==> config.mk <==
export PLATFORM = sky130hd
export DESIGN_NAME = fixed_mul_flat
export DESIGN_NICKNAME = d
export VERILOG_FILES = /design/src/rtl/fixed_pkg.sv /design/src/rtl/fixed_mul_if.sv /design/src/rtl/fixed_sat.sv /design/src/rtl/fixed_mul.sv /design/src/flat_wrapper.sv
export SDC_FILE = /design/constraint.sdc
export NUM_CORES = 1
export LEC_CHECK = 0
export CAP_MARGIN = 20
export CORE_ASPECT_RATIO = 0.8
export CORE_UTILIZATION = 30
export DETAILED_ROUTE_END_ITERATION = 8
export PLACE_DENSITY = 0.56
export SLEW_MARGIN = 20
export SYNTH_ARGS = -nofsm -noshare
export SYNTH_HDL_FRONTEND = slang
export SYNTH_HIERARCHICAL = 1
export SYNTH_SLANG_ARGS = --single-unit
==> constraint.sdc <==
create_clock -name clk -period 5.37 [get_ports clk]
set_input_delay 1.074 -clock clk [delete_from_list [all_inputs] [get_ports clk]]
set_output_delay 1.074 -clock clk [all_outputs]
set_load 0.005 [all_outputs]
==> src/rtl/fixed_pkg.sv <==
// Shared definitions for the fixed-point arithmetic units (multiplier, divider):
// FSM state encoding, counter sizing and width-parameterised saturation limits.
package fixed_pkg;

    // Sequencing states shared by the multiply and divide units
    typedef enum logic [1:0] {
        ST_IDLE = 2'd0,
        ST_CALC = 2'd1,
        ST_DONE = 2'd2
    } fixed_state_e;

    // Saturation constants are produced in a wide container and sliced by the
    // caller. The container holds a 2*DATA_WIDTH magnitude, so DATA_WIDTH <= 64.
    localparam int WIDE_W         = 128;
    localparam int MAX_DATA_WIDTH = 64;

    // Width of a counter that walks 0 .. w-1
    function automatic int cnt_width(input int w);
        return (w > 1) ? $clog2(w) : 1;
    endfunction

    // Largest positive value of a w-bit two's complement number: 2^(w-1)-1
    function automatic logic [WIDE_W-1:0] sat_max_pos(input int w);
        logic [WIDE_W-1:0] one;
        one = 128'd1;
        return (one << (w - 1)) - one;
    endfunction

    // Most negative w-bit value as a bit pattern (0x80..0); numerically this is
    // also the largest magnitude a negative result may carry: 2^(w-1)
    function automatic logic [WIDE_W-1:0] sat_min_neg(input int w);
        logic [WIDE_W-1:0] one;
        one = 128'd1;
        return one << (w - 1);
    endfunction

endpackage

==> src/rtl/fixed_mul_if.sv <==
// Request/response bundle of the fixed-point multiplier. The controller side
// (master) issues start with operands; the unit side (slave) reports ready,
// complete and the saturated product.
interface fixed_mul_if #(
    parameter int DATA_WIDTH = 32
);
    logic                  start;
    logic                  ready;
    logic                  complete;
    logic [DATA_WIDTH-1:0] a;
    logic [DATA_WIDTH-1:0] b;
    logic [DATA_WIDTH-1:0] prod;
    logic                  overflow;

    modport master (
        output start, a, b,
        input  ready, complete, prod, overflow
    );

    modport slave (
        input  start, a, b,
        output ready, complete, prod, overflow
    );
endinterface

==> src/rtl/fixed_sat.sv <==
// Magnitude -> signed conversion with saturation. Takes an unsigned magnitude
// (wider than the result) plus a sign and returns the DATA_WIDTH two's
// complement value, clamped to the representable range, with an overflow flag.
// A zero magnitude always yields +0 regardless of sign.
module fixed_sat
    import fixed_pkg::*;
#(
    parameter int DATA_WIDTH = 32,
    parameter int MAG_WIDTH  = 64
) (
    input  logic [MAG_WIDTH-1:0]  mag_i,
    input  logic                  neg_i,
    output logic [DATA_WIDTH-1:0] val_o,
    output logic                  ovf_o
);
    localparam logic [WIDE_W-1:0] MAX_POS_WIDE = sat_max_pos(DATA_WIDTH);
    localparam logic [WIDE_W-1:0] MIN_NEG_WIDE = sat_min_neg(DATA_WIDTH);

    // Magnitude limits: 2^(W-1)-1 for positive, 2^(W-1) for negative results
    localparam logic [MAG_WIDTH-1:0]  POS_LIM = MAX_POS_WIDE[MAG_WIDTH-1:0];
    localparam logic [MAG_WIDTH-1:0]  NEG_LIM = MIN_NEG_WIDE[MAG_WIDTH-1:0];
    localparam logic [DATA_WIDTH-1:0] MAX_POS = MAX_POS_WIDE[DATA_WIDTH-1:0];
    localparam logic [DATA_WIDTH-1:0] MIN_NEG = MIN_NEG_WIDE[DATA_WIDTH-1:0];

    logic [DATA_WIDTH-1:0] mag_lo_s;

    assign mag_lo_s = mag_i[DATA_WIDTH-1:0];

    // Clamp the magnitude against the sign-dependent limit and apply the sign
    always_comb begin
        val_o = '0;
        ovf_o = 1'b0;
        if (neg_i) begin
            if (mag_i > NEG_LIM) begin
                val_o = MIN_NEG;
                ovf_o = 1'b1;
            end else begin
                // -(2^(W-1)) wraps onto itself, which is the correct pattern
                val_o = '0 - mag_lo_s;
                ovf_o = 1'b0;
            end
        end else begin
            if (mag_i > POS_LIM) begin
                val_o = MAX_POS;
                ovf_o = 1'b1;
            end else begin
                val_o = mag_lo_s;
                ovf_o = 1'b0;
            end
        end
    end
endmodule

==> src/rtl/fixed_mul.sv <==
// Sequential signed fixed-point multiplier. Operands are converted to sign +
// magnitude on capture, multiplied with a radix-2 shift-add datapath (one
// multiplier bit per cycle, LSB first, fixed DATA_WIDTH-cycle latency), then
// the product is rescaled by BIN_POS (truncating the magnitude, i.e. rounding
// toward zero) and saturated into DATA_WIDTH bits.
module fixed_mul
    import fixed_pkg::*;
#(
    parameter int DATA_WIDTH = 32,
    parameter int BIN_POS    = 16
) (
    input  logic        clk,
    input  logic        rst_n,
    fixed_mul_if.slave  bus
);
    localparam int W     = DATA_WIDTH;
    localparam int CNT_W = cnt_width(W);
    localparam logic [CNT_W-1:0] CNT_LAST = CNT_W'(W - 1);

    fixed_state_e     state_q;
    logic [CNT_W-1:0] cnt_q;
    logic             sign_q;
    logic [2*W-1:0]   mcand_q;
    logic [W-1:0]     mplier_q;
    logic [2*W-1:0]   acc_q;
    logic [W-1:0]     prod_q;
    logic             ovf_q;
    logic             ready_q;
    logic             complete_q;

    logic [W-1:0]     mag_a_s;
    logic [W-1:0]     mag_b_s;
    logic [2*W-1:0]   acc_d;
    logic [2*W-1:0]   quot_s;
    logic [W-1:0]     sat_val_s;
    logic             sat_ovf_s;

    // Operand magnitudes; W-bit unsigned so |0x80..0| = 2^(W-1) fits
    always_comb begin
        mag_a_s = bus.a;
        mag_b_s = bus.b;
        if (bus.a[W-1]) begin
            mag_a_s = '0 - bus.a;
        end else begin
            mag_a_s = bus.a;
        end
        if (bus.b[W-1]) begin
            mag_b_s = '0 - bus.b;
        end else begin
            mag_b_s = bus.b;
        end
    end

    // Accumulator after the current multiplier bit has been applied
    always_comb begin
        acc_d = acc_q;
        if (mplier_q[0]) begin
            acc_d = acc_q + mcand_q;
        end else begin
            acc_d = acc_q;
        end
    end

    // Rescale to the fixed-point format; dropping low bits truncates the magnitude
    assign quot_s = acc_d >> BIN_POS;

    fixed_sat #(
        .DATA_WIDTH (W),
        .MAG_WIDTH  (2 * W)
    ) u_sat (
        .mag_i (quot_s),
        .neg_i (sign_q),
        .val_o (sat_val_s),
        .ovf_o (sat_ovf_s)
    );

    // Control FSM with datapath registers and registered handshake outputs
    always_ff @(posedge clk or negedge rst_n) begin
        if (!rst_n) begin
            state_q    <= ST_IDLE;
            cnt_q      <= '0;
            sign_q     <= 1'b0;
            mcand_q    <= '0;
            mplier_q   <= '0;
            acc_q      <= '0;
            prod_q     <= '0;
            ovf_q      <= 1'b0;
            ready_q    <= 1'b1;
            complete_q <= 1'b0;
        end else begin
            case (state_q)
                ST_IDLE: begin
                    if (bus.start) begin
                        sign_q   <= bus.a[W-1] ^ bus.b[W-1];
                        mcand_q  <= {{W{1'b0}}, mag_a_s};
                        mplier_q <= mag_b_s;
                        acc_q    <= '0;
                        cnt_q    <= '0;
                        ready_q  <= 1'b0;
                        state_q  <= ST_CALC;
                    end else begin
                        state_q  <= ST_IDLE;
                    end
                end
                ST_CALC: begin
                    // Zero operands still run all W steps so latency is fixed
                    acc_q    <= acc_d;
                    mcand_q  <= mcand_q << 1;
                    mplier_q <= mplier_q >> 1;
                    if (cnt_q == CNT_LAST) begin
                        prod_q     <= sat_val_s;
                        ovf_q      <= sat_ovf_s;
                        complete_q <= 1'b1;
                        state_q    <= ST_DONE;
                    end else begin
                        cnt_q      <= cnt_q + {{(CNT_W-1){1'b0}}, 1'b1};
                    end
                end
                ST_DONE: begin
                    // Hold the result until start is released; never restart here
                    if (!bus.start) begin
                        complete_q <= 1'b0;
                        ready_q    <= 1'b1;
                        state_q    <= ST_IDLE;
                    end else begin
                        state_q    <= ST_DONE;
                    end
                end
                default: begin
                    complete_q <= 1'b0;
                    ready_q    <= 1'b1;
                    state_q    <= ST_IDLE;
                end
            endcase
        end
    end

    assign bus.ready    = ready_q;
    assign bus.complete = complete_q;
    assign bus.prod     = prod_q;
    assign bus.overflow = ovf_q;

endmodule

==> src/flat_wrapper.sv <==
// flat-port wrapper written by rule: the top's interface ports become plain ports
module fixed_mul_flat import fixed_pkg::*;
#(
    parameter int DATA_WIDTH = 32,
    parameter int BIN_POS    = 16
)
  (clk, rst_n, bus_start, bus_a, bus_b, bus_ready, bus_complete, bus_prod, bus_overflow);
  fixed_mul_if #(.DATA_WIDTH(DATA_WIDTH)) bus_i ();
  input  logic clk;
  input  logic rst_n;
  input wire logic [$bits(bus_i.start)-1:0] bus_start;
  input wire logic [$bits(bus_i.a)-1:0] bus_a;
  input wire logic [$bits(bus_i.b)-1:0] bus_b;
  output wire logic [$bits(bus_i.ready)-1:0] bus_ready;
  output wire logic [$bits(bus_i.complete)-1:0] bus_complete;
  output wire logic [$bits(bus_i.prod)-1:0] bus_prod;
  output wire logic [$bits(bus_i.overflow)-1:0] bus_overflow;
  assign bus_i.start = bus_start;
  assign bus_i.a = bus_a;
  assign bus_i.b = bus_b;
  assign bus_ready = bus_i.ready;
  assign bus_complete = bus_i.complete;
  assign bus_prod = bus_i.prod;
  assign bus_overflow = bus_i.overflow;
  fixed_mul #(.DATA_WIDTH(DATA_WIDTH), .BIN_POS(BIN_POS)) u_core (.clk(clk), .rst_n(rst_n), .bus(bus_i));
endmodule
==> flow_summary_export.csv, run 1 <==
group,metric,value,unit
run_status,run_status,"finished with violations",
run_status,failed_checks,"DRC",
place,io_buffers,101,
setup_path,crit_required,5.85,ns
setup_path,path_class,"reg2reg",
clock_network,htreeDepth,1,
sta,timing.final.crit_period,5.17,ns
setup_path,setup.worst_path.end,"u_core/bus.prod[11]",
pwr,power,10.7,mW
floorplan,die_w,248,µm
logic_synthesis,netlist_instances,1615,
floorplan,fp.dieH,199,µm
run,maxCapViolCount,0,
setup_path,critPathMaxFanout,13,
sta,worst_pin_slew,0.967,ns
detailed_routing,drt_iter0_markers,1037,
floorplan,rows,71,
setup_path,arrival,5.65,ns
logic_synthesis,synthArstFlopShare,100,%
logic_synthesis,synth_common_cells,"202 x dfrtp_1, 148 x nand2_1, 127 x o21ai_0, 121 x a21oi_1, 95 x clkbuf_1",
clock_network,root_buffer,"clkbuf_16",
clock_network,cts_hold_buf,0,
detailed_routing,drtAntennaViolNets,0,
global_route,antenna_found_initial,0,
sta,fin_ws,0.196,ns
setup_path,rr_startpoint,"u_core/acc_q[0]",
sta,max_freq,0.193,GHz
setup_path,slowest_delay,0.54,ns
clock_network,cts.sinks,203,
floorplan,dieArea,49200,µm²
setup_path,path_cells,"ha_1 -> inv_1 -> fa_2 -> nand2b_4 -> a21oi_4 -> o2111ai_4 -> a2111oi_4 -> buf_4 -> nor2_1 -> o31a_1 -> o21bai_2 -> a21oi_2 -> a311o_1 -> or4_1 -> or4_4 -> o31a_1 -> o21a_1 -> buf_6 -> nor4_4 -> mux2_4",
global_route,grt_pass1_wl,70700,µm
logic_synthesis,synth_top_cell_by_area,"dfrtp_1",
logic_synthesis,synth_edf_count,0,
clock_network,insertion_delay,0.54,ns
pwr,power_density,612,nW/µm²
detailed_routing,wirelength,43600,µm
setup_path,cp-startpoint,"u_core/acc_q[0]",
detailed_routing,vias,13000,
pwr,ir_worst_vdd,0.000355,V
logic_synthesis,yosysUniqueCellTypes,80,
setup_path,r2r_cells,20,
logic_synthesis,synth_warnings,6,
detailed_routing,wl_per_cell,18.4,µm
setup_path,critPathSlowestCell,"or4_1",
logic_synthesis,synth_area,14500,µm²
layout,n_antenna_cell,0,
logic_synthesis,ys_top_cells_by_area,"dfrtp_1 35%, mux2_2 6.0%, ha_1 5.9%",
place,gp_congestion,0.912,
detailed_routing,drc,2,
setup_path,rrSetupSlack,0.20,ns
global_route,grt-ovfl-total,0,
place,pre_cts_slack,-0.110,ns
logic_synthesis,synth-seq-area-share,35.1,%
min_path,hold_class,"reg2reg",
clock_network,cts_buffer_depth,3,
setup_path,cp-end-kind,"flip-flop",
logic_synthesis,syn_avg_cell_area,8.97,µm²
sta,whs,0.481,ns
layout,synthToLayoutAreaGrowth,20.5,%
layout,nNetsFinal,1864,
logic_synthesis,ys.flop_type,"dfrtp_1",
sta,drv_slew,0,
global_route,grt_pass1_vias,12900,
sta,finalHoldViolations,0,
floorplan,core,47300,µm²
floorplan,initial_core_util,30.6,%
global_route,grt_max_degree,88,
place,dp.final_hpwl,31500,µm
detailed_routing,via_per_inst,5.51,
sta,max-slew-margin-rel,35.5,%
logic_synthesis,synth_top_area_share,34.9,%
layout,drive_above_1_share,14.2,%
clock_network,tritoncts,"yes",
logic_synthesis,ys_seq_elements,203,
global_route,grtUsageTotal,17.8,%
logic_synthesis,yosysMostFrequentCell,"dfrtp_1",
floorplan,io_pins,102,
clock_network,clk_pin_slew,0.06,ns
clock_network,cts_made_buffers,24,
setup_path,r2r_end,"u_core/bus.prod[11]",
sta,setup_viol,0,
pwr,power_leakage,7.29,nW
detailed_routing,first_pass_iters,7,
setup_path,start_kind,"flip-flop",
sta,period_share,96.4,%
setup_path,crit_path_frequent_cell,"o31a_1",
sta,fin_skew,0.0212,ns
-- cell type report --
type,instances,area (µm²)
Clock buffer,38,723
Timing Repair Buffer,175,1570
Sequential cell,203,5080
Inverter,38,143
Fill cell,4828,29900
Clock inverter,3,51.3
Multi-Input combinational cell,1286,9110
Tap cell,620,776
-- worst min path at each step --
| stage | to | from | cells after the start | slack, ns |
|---|---|---|---|---|
| 3_3_place_gp | u_core/mplier_q[3] | u_core/mplier_q[3] | 2 | 0.46 |
| 2_1_floorplan | u_core/mplier_q[31] | u_core/mplier_q[31] | 2 | 0.44 |
| 4_1_cts | u_core/mplier_q[31] | u_core/mplier_q[31] | 2 | 0.48 |
| 6_report | u_core/mplier_q[1] | u_core/mplier_q[1] | 2 | 0.48 |
| 5_1_grt | u_core/mplier_q[4] | u_core/mplier_q[4] | 2 | 0.50 |
| 3_5_place_dp | u_core/mplier_q[31] | u_core/mplier_q[31] | 2 | 0.47 |
-- per-layer routing --
metal	global-route usage (%)	vias to the layer above	share of wire, %
met3	2.33	45	4.2
met4	3.48	0	1.6
li1	-	6273	-
met2	27.7	281	45
met1	26.1	6427	50
met5	0	-	0
-- worst max-delay path, delay by kind of cell (launching register included) --
family	cells	cell delay [ns]
mux	1	0.18
simple gates	5	1.53
buf+inv	3	0.40
compound gates	9	2.16
flops	1	0.36
fa+ha+maj	2	0.51
-- sequential cells by signal, indices dropped and copies added (netlist names) --
register / count
u_core/cnt_q: 5
u_core/sign_q: 1
u_core/mplier_q: 32
u_core/bus.overflow: 1
u_core/mcand_q: 64
u_core/bus.prod: 32
u_core/bus.complete: 1
u_core/acc_q: 64
u_core/bus.ready: 1
u_core/state_q: 2
-- kinds of logic after synthesis --
logic type,after synthesis,share of synthesized area (%)
DFF,203,35.1
muxes,81,6.26
other,1,0.0259
AOI/OAI and AO/OA,578,26.9
buffers and inverters,141,3.84
xor gates and xnor gates,117,7.07
adders and majority gates,70,6.08
and+or+nand+nor,424,14.8
-- where the power goes --
group	switching, mW	total [mW]	internal, mW
clock network	0.651	1.62	0.965
registers	0.544	2.69	2.14
logic	3.69	6.38	2.69
total	4.88	10.7	5.80
-- what timing repair did --
item | 4_1_cts | 5_1_grt
setup buffers | 1 | 2
cloned | 0 | 0
setup endpoints to repair | 25 | 33
resized for setup | 6 | 32
pin swaps | 5 | 8
-- layout by cell type, fill, tap and decap left out, types with 38 or more instances in the layout --
cell and n:
nand2_1 148, a22o_1 80, mux2_2 76, nand4_1 38
clkdlybuf4s50_1 99, nor2_1 69, a21oi_1 119, ha_1 66
a22oi_1 55, inv_1 38, xnor2_1 71, dfrtp_1 201
xor2_1 46, buf_4 72, o21ai_0 125
-- per-stage QoR --
stage | instance area, µm² | setup TNS, ns | cells | util [%]
after CTS | 17300 | 0 | 2361 | 36.5
after floorplan | 14500 | 0 | 1630 | -
after detailed placement | 16500 | -1.29 | 2319 | 34.8
final | 17500 | 0 | 2363 | 36.9
after global placement | 16500 | -1.24 | 2319 | 34.8
after global routing | 17500 | -0.225 | 2363 | 36.9
(Power assumes the default switching activity.)
==> run 2, diff against run 1 <==
--- a/config.mk
+++ b/config.mk
@@ -9,7 +9,9 @@
 export CORE_ASPECT_RATIO = 0.8
 export CORE_UTILIZATION = 30
 export DETAILED_ROUTE_END_ITERATION = 8
-export PLACE_DENSITY = 0.56
+export MAX_ROUTING_LAYER = met4
+export PLACE_DENSITY = 0.54
+export SKIP_LAST_GASP = 1
 export SLEW_MARGIN = 20
 export SYNTH_ARGS = -nofsm -noshare
 export SYNTH_HDL_FRONTEND = slang
==> constraint.sdc (replaced) <==
create_clock -name clk -period 6.5 [get_ports clk]
set_input_delay 1.3 -clock clk [delete_from_list [all_inputs] [get_ports clk]]
set_output_delay 1.3 -clock clk [all_outputs]
set_load 0.005 [all_outputs]
==> flow_summary_export.csv, run 2 (synthesis results as in run 1) <==
group,metric,value,unit
clock_network,cts_hold_buf,0,
clock_network,cts_made_buffers,25,
floorplan,fp.dieH,199,µm
setup_path,r2r_cells,19,
sta,drv_slew,0,
place,pre_cts_slack,0.359,ns
global_route,grt_max_degree,131,
detailed_routing,drt_iter0_markers,942,
global_route,grt_pass1_wl,69700,µm
detailed_routing,drc,0,
place,dp.final_hpwl,30500,µm
sta,fin_ws,0.458,ns
min_path,min_from,"u_core/mplier_q[31]",
detailed_routing,wirelength,43400,µm
layout,final_cell_mix,"201 x dfrtp_1, 148 x nand2_1, 127 x o21ai_0, 121 x a21oi_1, 98 x clkdlybuf4s50_1",
layout,n_antenna_cell,0,
clock_network,cts_setup_buffers,0,
setup_path,crit_family,"compound AO/OA/AOI/OAI gates",
layout,nNetsFinal,1812,
setup_path,slowest_delay,0.66,ns
setup_path,critPathSlowestCell,"or4_1",
detailed_routing,first_pass_iters,7,
pwr,power_density,509,nW/µm²
layout,synthToLayoutAreaGrowth,17.5,%
setup_path,critPathMaxFanout,21,
floorplan,rows,71,
floorplan,initial_core_util,30.6,%
layout,post-route-cell-area,17000,µm²
min_path,whs_path_depth,2,
global_route,antenna_found_initial,0,
clock_network,root_buffer,"clkbuf_16",
clock_network,cts_buffer_depth,3,
place,gp_congestion,0.902,
setup_path,arrival,6.52,ns
floorplan,die_w,248,µm
min_path,hold_class,"reg2reg",
setup_path,rr_startpoint,"u_core/mcand_q[0]",
sta,max-slew-margin-rel,38.3,%
place,placedCellCount,2269,
clock_network,insertion_delay,0.54,ns
setup_path,start_kind,"flip-flop",
layout,layout_commonest_cell,"dfrtp_1",
global_route,grt_pass1_vias,12300,
pwr,power_leakage,7.07,nW
sta,max_freq,0.166,GHz
sta,finalHoldViolations,0,
sta,fin_setup_tns,0,ns
run,maxCapViolCount,0,
clock_network,tritoncts,"yes",
floorplan,dieArea,49200,µm²
detailed_routing,drtAntennaViolNets,0,
floorplan,io_pins,102,
setup_path,cp-end-kind,"flip-flop",
min_path,min_to,"u_core/mplier_q[31]",
setup_path,crit_required,6.98,ns
sta,timing.final.crit_period,6.04,ns
place,dpl_cell_area,16100,µm²
detailed_routing,via_per_inst,5.56,
layout,drive_above_1_share,10.6,%
setup_path,path_class,"reg2reg",
sta,worst_pin_slew,0.926,ns
global_route,grt-ovfl-total,0,
global_route,grtUsageTotal,18.1,%
sta,rsz0062_at_grt,"no",
detailed_routing,wl_per_cell,18.8,µm
setup_path,r2r_end,"u_core/bus.prod[11]",
floorplan,core,47300,µm²
layout,reg_top3,"u_core/acc_q x64, u_core/mcand_q x64",
clock_network,htreeDepth,1,
pwr,ir_worst_vdd,0.000232,V
sta,setup_viol,0,
layout,final_cells,2315,
sta,period_share,93.0,%
setup_path,path_cells,"ha_1 -> inv_1 -> fa_1 -> nand2b_1 -> a21oi_1 -> o2111ai_1 -> a2111oi_4 -> nor2_1 -> o31a_1 -> o21bai_1 -> a21oi_1 -> a311o_1 -> or4_1 -> or4_4 -> o31a_1 -> o21a_1 -> buf_12 -> nor4_1 -> mux2_2",
detailed_routing,vias,12900,
run_status,run_status,"complete, no violations",
sta,fin_skew,0.0160,ns
setup_path,rrSetupSlack,0.46,ns
place,io_buffers,101,
setup_path,cp_num_buf_inv,2,
clock_network,cts.sinks,203,
clock_network,clk_pin_slew,0.06,ns
run 2: cell type report:
type	count	area, µm²
timing repair buffer	122	1190
clock inverter	15	183
tap	620	776
multi-input combinational	1286	8940
clock buffer	31	708
sequential	203	5080
inverter	38	143
fill	4828	30300
run 2: power by group:
| part | internal [mW] | switching, mW | leakage [nW] |
|---|---|---|---|
| combinational | 2.00 | 2.94 | 4.02 |
| sequential | 1.77 | 0.432 | 2.60 |
| clock | 0.930 | 0.587 | 0.452 |
| total | 4.70 | 3.96 | 7.07 |
run 2: worst min-delay path: stages, from the launching register on:
cell,delay [ns]
dfrtp_1,0.34
nand2_1,0.05
o41ai_1,0.05
run 2: through the flow:
step | utilization, % | total power [mW] | hold WS [ns]
global placement | 34.1 | 7.03 | 0.464
finish | 36.0 | 8.66 | 0.475
global route | 36.0 | 9.30 | 0.507
CTS | 35.9 | 8.65 | 0.478
detailed placement | 34.1 | 7.08 | 0.463
floorplan | - | 5.64 | 0.444
run 2: what timing repair did:
action	CTS	global route
gates resized for setup	0	1
setup endpoints to repair	0	2
endpoints found under the hold margin	0	0
run 2: layer usage:
| layer | wire [µm] | up-vias | global-route usage (%) |
|---|---|---|---|
| met5 | 0 | - | - |
| met4 | 597 | 0 | 3.29 |
| met3 | 1890 | 36 | 2.09 |
| met2 | 19000 | 294 | 26.7 |
| met1 | 21900 | 6344 | 26.7 |
| li1 | - | 6187 | - |
run 2: how the worst max path moves through the flow:
stage,from,slack (ns),end,depth (start not counted)
5_1_grt,u_core/mcand_q[0],0.03,u_core/bus.prod[11],19
6_report,u_core/mcand_q[0],0.46,u_core/bus.prod[11],19
4_1_cts,u_core/mcand_q[0],0.36,u_core/bus.prod[4],19
3_5_place_dp,u_core/mcand_q[0],0.36,u_core/bus.prod[4],19
2_1_floorplan,u_core/mcand_q[0],1.12,u_core/bus.prod[16],21
3_3_place_gp,u_core/mcand_q[0],0.51,u_core/bus.prod[11],19
